## src/rtl/csa_mant_mul.sv

```systemverilog
// csa_mant_mul -- sequential unsigned mantissa multiplier built around a
// single row of full-adder (carry-save) cells. One partial product is folded
// into the redundant sum/carry pair per cycle; a final carry-propagate add
// resolves the pair into the product register.
//
// Ports:
//   clk        rising-edge clock
//   rst_n      asynchronous active-low reset
//   in_valid   operand pair presented (sampled only in IDLE)
//   in_ready   high only in IDLE
//   a, b       unsigned WIDTH-bit mantissas (hidden bit included)
//   out_valid  product available, held until out_ready
//   out_ready  downstream accepts the product (looked at only in DONE)
//   product    registered 2*WIDTH-bit a*b
//   busy       high in every state except IDLE
//
// state   | meaning
// IDLE    | waiting for an operand pair
// MUL     | one carry-save step per cycle, WIDTH steps
// RESOLVE | sum + carry into the product register
// DONE    | product held until out_ready

module csa_mant_mul #(
  parameter int WIDTH = 24
) (
  input  logic                 clk,
  input  logic                 rst_n,
  input  logic                 in_valid,
  output logic                 in_ready,
  input  logic [WIDTH-1:0]     a,
  input  logic [WIDTH-1:0]     b,
  output logic                 out_valid,
  input  logic                 out_ready,
  output logic [2*WIDTH-1:0]   product,
  output logic                 busy
);

  localparam int PW = 2 * WIDTH;
  localparam int CW = $clog2(WIDTH) + 1;
  localparam logic [CW-1:0] LAST = CW'(WIDTH - 1);

  typedef enum logic [1:0] {IDLE, MUL, RESOLVE, DONE} state_t;

  state_t          state;
  logic [PW-1:0]   a_shift;   // a_reg << i for the current step i
  logic [WIDTH-1:0] b_shift;  // b_reg >> i, so bit 0 is b_reg[i]
  logic [PW-1:0]   sum;
  logic [PW-1:0]   carry;
  logic [CW-1:0]   cnt;

  logic [PW-1:0]   pp;
  logic [PW-1:0]   csa_sum;
  logic [PW-1:0]   csa_carry;

  always_comb begin
    pp        = b_shift[0] ? a_shift : '0;
    csa_sum   = sum ^ carry ^ pp;
    // majority shifted up one weight; the MSB carry falls off because the
    // exact product always fits in PW bits
    csa_carry = ((sum & carry) | (sum & pp) | (carry & pp)) << 1;
  end

  always_ff @(posedge clk or negedge rst_n) begin
    if (!rst_n) begin
      state     <= IDLE;
      a_shift   <= '0;
      b_shift   <= '0;
      sum       <= '0;
      carry     <= '0;
      cnt       <= '0;
      product   <= '0;
      out_valid <= 1'b0;
    end else begin
      case (state)
        IDLE: begin
          if (in_valid) begin
            a_shift <= {{WIDTH{1'b0}}, a};
            b_shift <= b;
            sum     <= '0;
            carry   <= '0;
            cnt     <= '0;
            state   <= MUL;
          end
        end
        MUL: begin
          sum     <= csa_sum;
          carry   <= csa_carry;
          a_shift <= a_shift << 1;
          b_shift <= b_shift >> 1;
          cnt     <= cnt + CW'(1);
          if (cnt == LAST) state <= RESOLVE;
        end
        RESOLVE: begin
          product   <= sum + carry;
          out_valid <= 1'b1;
          state     <= DONE;
        end
        DONE: begin
          if (out_ready) begin
            out_valid <= 1'b0;
            state     <= IDLE;
          end
        end
        default: state <= IDLE;
      endcase
    end
  end

  assign in_ready = (state == IDLE);
  assign busy     = (state != IDLE);

endmodule

```

## config.mk

```make
export PLATFORM = sky130hd
export DESIGN_NAME = csa_mant_mul
export DESIGN_NICKNAME = d
export VERILOG_FILES = /design/src/rtl/csa_mant_mul.sv
export SDC_FILE = /design/constraint.sdc
export NUM_CORES = 1
export LEC_CHECK = 0
export CORE_MARGIN = 2
export CORE_UTILIZATION = 61
export CTS_BUF_LIST = sky130_fd_sc_hd__clkbuf_4
export CTS_CLUSTER_SIZE = 16
export DETAILED_ROUTE_END_ITERATION = 16
export PLACE_DENSITY_LB_ADDON = 0.1
export SETUP_SLACK_MARGIN = 0.2
export SYNTH_ARGS = -nofsm -noshare
export SYNTH_HDL_FRONTEND = slang
export SYNTH_SLANG_ARGS = --single-unit
```

## constraint.sdc

```tcl
create_clock -name clk -period 4.4 [get_ports clk]
set_clock_uncertainty 0.1 [all_clocks]
set_input_delay 0.66 -clock clk [delete_from_list [all_inputs] [get_ports clk]]
set_output_delay 0.66 -clock clk [all_outputs]
set_load 0.02 [all_outputs]
```

---- After elaboration in Yosys (flattened, before gate mapping) ----
Index checks and enable logic that the tools add are counted.
storage, ports and cells
  register bits after elaboration ......... 225
  input bits .............................. 52
  logic and storage cells ................. 47
cells by class
  add/subtract/negate cells ............... 2
  equal/unequal tests ..................... 7
  multiplexer cells ....................... 16
  bitwise logic cells ..................... 7
  reductions and logical operators ........ 7
operators with widths
  cell                 number
  $pmux 48 s2          3
  $mux 48              3
  $and 47x47->47       3
  $xor 48x48->48       2
  $or 47x47->47        2
  $add 48x48->48       1
  $pmux 24 s2          1
  $mux 24              1
  $pmux 6 s2           1
  $pmux 2 s4           1
  $add 6x1->6 const B  1
  $eq 6x5->1 const B   1
  $mux 2               3
  $mux 6               1
  $ne 2x2->1 const B   3
  $reduce_bool 2->1    3
  $eq 2x2->1 const B   2
  $reduce_and 2->1     2
  $reduce_and 3->1     1
  $eq 2x1->1 const B   1
  $logic_not 2->1      1
  $pmux 1 s2           1
  $mux 1               1

---- Longest topological paths before layout ----
Gate-level depths: netlist of the first run.
  word-level depth ........................ 5
  mapped depth ............................ 11

---- Least setup slack after synthesis of the first run ----
OpenSTA, ideal clock, no wires.
  path type ............................... flip-flop to flip-flop
  start ................................... register sum[5]
  end ..................................... register product[46]
  arrival ................................. 2794 ps
  data required time ...................... 4175 ps
  path slack .............................. 1382 ps
  stages on the path, launching flop included .. 11
  clock period less this slack ............ 3018 ps
  cells stage by stage .................... dfrtp_1 -> ha_1 -> and2_4 -> a221oi_4 -> a21oi_2 -> o2111a_1 -> a311o_1 -> a311oi_4 -> o41ai_2 -> xor2_1 -> mux2_2
between the ends
  longest elaborated chain between the ends .. 1
ends and longest elaborated chain
  what                    RTL line  text
  start, declared         47        logic [PW-1:0] sum;
  start signal, assigned  86        sum <= csa_sum;
  $add 48x48->48          94        product <= sum + carry;
  end signal, assigned    94
  end, declared           34        output logic [2*WIDTH-1:0] product,
No other way between the ends.
A chain may end at the register's enable or synchronous reset.

---- Worst setup path after layout of the first run ----
  start ................................... register sum[1]
  end ..................................... register product[41]
Same word-level chain as after synthesis.

==> flow_summary.yaml, run 1 <==
synth:
  synth_top_family_by_area: "compound AO/OA/AOI/OAI gates"
  yosys.area_share.simple_pct: 7.562
  seq_area_frac_synth_pct: 43.49
  syn-num-nets: 1312
  synth_edf_count: 0
  ys_ff_latch: 224
  synth-compound-area-share_pct: 22.64
  ys.flop_type: "dfrtp_1"
  synthMuxAreaShare_pct: 7.940
  syn_area_um2: 12890
  synth_xor_area_share_pct: 3.262
  synth_cells: 1161
  ys_types: 60
  async_flop_share_pct: 100.0
  syn_avg_cell_area_um2: 11.10
  yosysWarnings: 0
  synthAdderAreaFrac_pct: 12.35
final_layout:
  final_common_cell: "dfrtp_1"
  drive_gt1_share_pct: 16.45
  stdcell_count: 1583
  final_cell_mix: "dfrtp_1, a22o_1, a21oi_1, clkdlybuf4s50_1, o22ai_1"
  nFillCells: 1569
  fin_nets: 1411
  area_growth_pct: 15.64
  final_area_um2: 14910
clock_network:
  htree_levels: 2
  cts_sinks: 224
  cts_tree: "yes"
  clk_latency_ns: 0.70
  cts_resized: 0
  clk_pin_slew_worst_paths_ns: 0.07
  cts_buffer_depth: 3
  post-cts-setup-buffer-count: 0
  cts_made_buffers: 61
  cts-root-buf: "clkbuf_4"
power_and_ir_drop:
  power_mw: 9.449
  swShare_pct: 40.23
  seqPwrFrac_pct: 34.1
  p_sw_mw: 3.801
  p_clk_share_pct: 19.8
  p_comb_share_pct: 46.0
  power_density_nw_per_um2: 633.9
  peakVddDrop_uv: 473.1
  p_int_mw: 5.648
  p_leak_nw: 6.835
critical_path:
  path_max_fanout: 4
  cp.required_ns: 4.87
  path_class: "reg -> reg"
  end_kind: "flop"
  r2r-start: "sum[1]$_DFFE_PN0P_"
  crit_slowest_cell: "fa_1"
  critPathLaunchType: "flop"
  cp_cell_sequence: "ha_1, fa_1, a211oi_1, nor3_1, o2111ai_1, nand2_1, o21ai_0, o21ai_1, a21oi_1, xnor2_1, mux2_2"
  max_stage_delay_ns: 0.44
  worstSetupStartpoint: "sum[1]$_DFFE_PN0P_"
  crit_arrival_ns: 3.92
sta:
  fin_ws_ns: 0.9458
  final-setup-viol-count: 0
  period_share_pct: 78.51
  fmax_ghz: 0.2895
  rsz0062_at_grt: "no"
  drv_slew: 0
  worstMarginPinSlew_ns: 0.8692
  period_minus_slack_ns: 3.454
  finalSetupTns_ns: 0
  slew_headroom_pct: 42.05
  hold_viol: 0
route:
  wl_met1_um: 13020
  drt-total-wl_um: 28050
  viasPerCell: 6.141
  met3_length_um: 1439
  wl_per_cell_um: 17.72
  wl_met2_um: 12940
  drt_pass1_iterations: 5
  top_layer_used: "met4"
  remaining_drc_errors: 0
  ant_nets: 0
  vias: 9721
  drt-initial-drc-count: 424
floorplanning:
  die_y_um: 149.4
  die-area_um2: 22310
  coreArea_um2: 20890
  rows: 53
  die_w_um: 149.4
  initial_core_util_pct: 61.71
  ioPinCount: 103
placement:
  portBuffers: 102
  place_area_um2: 14110
  dp_slack_ns: 0.9947
  hpwl_um: 18830
  post-place-cells: 1471
  gp_congestion: 0.8911
run:
  max_cap_violations: 0
grt:
  grt_pass1_vias: 9601
  track_usage_pct: 25.89
  grt_max_degree: 113
  overflow: 0
  antenna_found_initial: 1
  grt_pass1_wl_um: 47200
hold_path:
  min_from: "in_valid"
  hp-class: "in -> reg"
run_status:
  outcome: "complete, no violations"
## cells by family after synthesis
logic type                 Yosys count
DFF                                224
and+or+nand+nor                    189
adders and majority gates           99
xor gates and xnor gates            48
AOI/OAI and AO/OA                  415
buffers and inverters               95
muxes                               91
## state kept, by name, indices dropped and copies added, names as in the netlist
| name | cells |
|---|---|
| a_shift | 48 |
| product | 48 |
| sum | 48 |
| carry | 47 |
| b_shift | 24 |
| cnt | 6 |
| state | 2 |
| out_valid | 1 |
## worst paths after layout
| kind | end | slack (ns) | depth (start not counted) |
|---|---|---|---|
| max reg2reg | product[41]$_DFFE_PN0P_ | 0.95 | 11 |
| min reg2reg | product[5]$_DFFE_PN0P_ | 0.39 | 1 |
| min in group asynchronous | product[25]$_DFFE_PN0P_ | 0.54 | 2 |
| min | state[0]$_DFFE_PN0P_ | 0.36 | 4 |
| max | product[41]$_DFFE_PN0P_ | 0.95 | 11 |
| max in group asynchronous | a_shift[14]$_DFFE_PN0P_ | 2.77 | 3 |
## stage by stage
stage	util (%)	hold WS, ns
floorplan	-	0.2644
global placement	67.54	0.3782
detailed placement	67.54	0.3785
CTS	71.34	0.3039
global route	71.36	0.3540
finish	71.36	0.3551
## power groups by stage
stage,Combinational (mW),Sequential (mW),Clock (mW)
detailed placement,4.34,3.26,0
global route,4.80,3.33,2.04
finish,4.35,3.23,1.87
CTS,4.37,3.23,1.93
floorplan,3.09,3.27,0
global placement,4.22,3.23,0
## timing repair
action / 4_1_cts / 5_1_grt
setup endpoints to repair: 0 / 0
hold buffers: 1 / 0
hold endpoints to repair: 109 / 0
## Yosys cell counts (3+ instances only)
cell | n | area, um2
mux2_2 | 90 | 1013
nor3_1 | 13 | 65.06
o22ai_1 | 96 | 600.6
a22o_1 | 119 | 1042
o21ai_0 | 23 | 115.1
or4_1 | 3 | 22.52
xnor2_1 | 30 | 262.8
clkbuf_1 | 78 | 292.8
nor2b_1 | 8 | 50.05
and2_1 | 50 | 312.8
nand3_1 | 12 | 60.06
ha_1 | 52 | 650.6
inv_1 | 12 | 45.04
dfrtp_1 | 224 | 5605
nand4_1 | 9 | 56.30
a211oi_1 | 7 | 52.55
a21oi_1 | 101 | 505.5
o21a_1 | 3 | 22.52
o31ai_1 | 5 | 37.54
nand2_1 | 46 | 172.7
o21bai_1 | 10 | 75.07
xor2_1 | 18 | 157.7
fa_1 | 47 | 940.9
buf_1 | 5 | 18.77
a21o_1 | 16 | 120.1
nand2b_1 | 5 | 31.28
o21ai_1 | 3 | 15.01
nor2_1 | 32 | 120.1
a31oi_1 | 5 | 31.28
## layer usage
layer / vias to the layer above / GRT usage (%)
met5: - / 0
met2: 280 / 39.38
met4: 0 / 8.048
met3: 57 / 4.648
li1: 4621 / -
met1: 4763 / 38.08
## worst max-delay path, delay by kind of cell (launching register included)
| family | cells | cell delay (ns) |
|---|---|---|
| AO/OA/AOI/OAI | 5 | 1.50 |
| adder cells (fa/ha/maj) | 2 | 0.69 |
| flip-flops | 1 | 0.42 |
| AND/OR/NAND/NOR | 2 | 0.26 |
| multiplexers | 1 | 0.26 |
| XOR/XNOR | 1 | 0.09 |
## final cells by class
type | instances | area [um2] | share of cell area, %
sequential | 224 | 5605 | 37.61
tap | 275 | 344.1 | 2.308
antenna | 1 | 2.502 | 0.01679
multi-input combinational | 842 | 6960 | 46.70
inverter | 12 | 45.04 | 0.3022
timing repair buffer | 119 | 1164 | 7.807
clock buffer | 84 | 630.6 | 4.231
clock inverter | 26 | 153.9 | 1.032
Note: power is estimated with default switching activity, not from simulation.
==> run 2: changes to the inputs <==
==> constraint.sdc (replaced) <==
create_clock -name clk -period 3.6 [get_ports clk]
set_clock_uncertainty 0.1 [all_clocks]
set_input_delay 0.54 -clock clk [delete_from_list [all_inputs] [get_ports clk]]
set_output_delay 0.54 -clock clk [all_outputs]
set_load 0.02 [all_outputs]
==> run 2 against run 1 <==
First-iteration DRC count rose by 15%. Combinational power rose by 23%. Sequential share of layout area fell by 0.060 points. Sequential power rose by 23%. Die area did not move. Via count fell by 0.28%. Final cell count rose by 0.13%. Register-to-register slack got worse by 0.65 ns. Critical path depth fell by 1. Count of clock-buffer cells in the layout fell by 10. Clock power rose by 14%. Largest cell class unchanged. Largest power group unchanged.
==> flow_summary.yaml, run 2 (synthesis gave the netlist of run 1 again) <==
power_and_ir_drop:
  p_comb_share_pct: 46.6
  seqPwrFrac_pct: 34.6
  p_sw_mw: 4.652
  peakVddDrop_uv: 606.6
  p_int_mw: 6.771
  p_leak_nw: 6.832
  power_density_nw_per_um2: 765.1
  swShare_pct: 40.72
  p_clk_share_pct: 18.7
floorplanning:
  rows: 53
  die-area_um2: 22310
  coreArea_um2: 20890
  die_w_um: 149.4
  die_y_um: 149.4
  ioPinCount: 103
  initial_core_util_pct: 61.71
clock_network:
  cts_made_buffers: 59
  htree_levels: 2
  cts_tree: "yes"
  cts_sinks: 224
  cts_buffer_depth: 3
  clk_pin_slew_worst_paths_ns: 0.07
  cts-root-buf: "clkbuf_4"
  clk_latency_ns: 0.69
sta:
  fmax_ghz: 0.3025
  hold_viol: 0
  final-setup-viol-count: 0
  drv_slew: 0
  period_share_pct: 91.83
  slew_headroom_pct: 19.02
  worstMarginPinSlew_ns: 1.189
  period_minus_slack_ns: 3.306
  finalSetupTns_ns: 0
  rsz0062_at_grt: "yes"
critical_path:
  setup.worst_path.end: "product[44]$_DFFE_PN0P_"
  cp_cell_sequence: "ha_1, and2_4, nand3b_1, a211o_1, a21oi_2, a31oi_2, o21ai_1, a41oi_2, o2111a_1, a221o_1"
  path_class: "reg -> reg"
  r2r_end: "product[44]$_DFFE_PN0P_"
  critPathLaunchType: "flop"
  end_kind: "flop"
  crit_slowest_cell: "dfrtp_1"
  r2r-start: "sum[5]$_DFFE_PN0P_"
  regToRegSetupSlack_ns: 0.29
  worstSetupStartpoint: "sum[5]$_DFFE_PN0P_"
  r2r_cells: 10
  max_stage_delay_ns: 0.41
  path_max_fanout: 4
  crit_arrival_ns: 3.77
  cp.required_ns: 4.07
hold_path:
  hp-class: "in -> async"
route:
  drt-initial-drc-count: 486
  wl_per_cell_um: 17.57
  ant_nets: 0
  viasPerCell: 6.116
  drt_pass1_iterations: 5
  remaining_drc_errors: 0
  vias: 9694
  drt-total-wl_um: 27860
run:
  max_cap_violations: 0
grt:
  overflow: 0
  antenna_found_initial: 1
  grt_pass1_wl_um: 47120
  grt_max_degree: 91
  track_usage_pct: 25.77
  grt_pass1_vias: 9523
final_layout:
  drive_gt1_share_pct: 16.42
  final_cell_mix: "dfrtp_1, a22o_1, a21oi_1, clkdlybuf4s50_1, o22ai_1"
  stdcell_count: 1585
  reg.largest.list: "a_shift: 48 flops, product: 48 flops, sum: 48 flops"
  fin_nets: 1412
  area_growth_pct: 15.82
  final_common_cell: "dfrtp_1"
placement:
  hpwl_um: 18840
  gp_congestion: 0.9095
  post-place-cells: 1474
  portBuffers: 102
run_status:
  outcome: "complete, no violations"
[run 2: final cells by class]
class                      count  area, um2
antenna                        1      2.502
inverter                      12      45.04
fill                        1594       5959
timing repair buffer         122       1224
clock inverter                35      173.9
tap                          275      344.1
sequential                   224       5605
clock buffer                  74      555.5
multi-input combinational    842       6979
[run 2: routing by layer]
metal  part of all wire, %  vias up  global-route usage [%]  wire length [um]
met2                    46      222                   39.06             12770
met3                   4.2       47                   4.312              1172
met1                    48     4805                   38.35             13370
met4                   1.9        0                   7.762               534
li1                      -     4620                       -                 -
met5                     0        -                       0                 0
[run 2: critical path: cells and delay by family (launching register included)]
family	cells	cell delay (ns)
AOI/OAI and AO/OA	7	1.94
adders and majority gates	1	0.40
DFF	1	0.41
and+or+nand+nor	2	0.33
[run 2: what timing repair did]
action | in CTS | in global routing
endpoints found under the setup margin | 0 | 7
hold endpoints to repair | 66 | 0
setup buffers | 0 | 0
gates resized for setup | 0 | 4
hold buffers | 1 | 0
[run 2: through the flow]
stage	hold WS, ns	cell area [um2]	setup WS, ns	util (%)	power, mW
3_3_place_gp	0.3785	14170	0.3948	67.83	9.149
6_report	0.2949	14930	0.2942	71.47	11.42
5_1_grt	0.3090	14930	0.1632	71.47	12.28
2_1_floorplan	0.1444	12890	0.5815	-	7.774
4_1_cts	0.2804	14910	0.2855	71.37	11.49
3_5_place_dp	0.3864	14170	0.2815	67.83	9.288
[run 2: how the worst min path moves through the flow]
| stage | from | to | slack [ns] |
|---|---|---|---|
| detailed placement | a_shift[47]$_DFFE_PN0P_ | a_shift[47]$_DFFE_PN0P_ | 0.39 |
| global route | out_ready | out_valid$_DFFE_PN0P_ | 0.31 |
| finish | rst_n | product[25]$_DFFE_PN0P_ | 0.29 |
| CTS | rst_n | product[25]$_DFFE_PN0P_ | 0.28 |
| floorplan | rst_n | a_shift[0]$_DFFE_PN0P_ | 0.14 |
| global placement | product[5]$_DFFE_PN0P_ | product[5]$_DFFE_PN0P_ | 0.38 |
[run 2: power groups by stage]
stage / logic [mW] / registers [mW] / clock network, mW
after floorplan: 3.78 / 3.99 / 0
after global placement: 5.19 / 3.96 / 0
after detailed placement: 5.29 / 4.00 / 0
after CTS: 5.33 / 3.96 / 2.20
after global routing: 5.86 / 4.08 / 2.34
final: 5.33 / 3.96 / 2.14
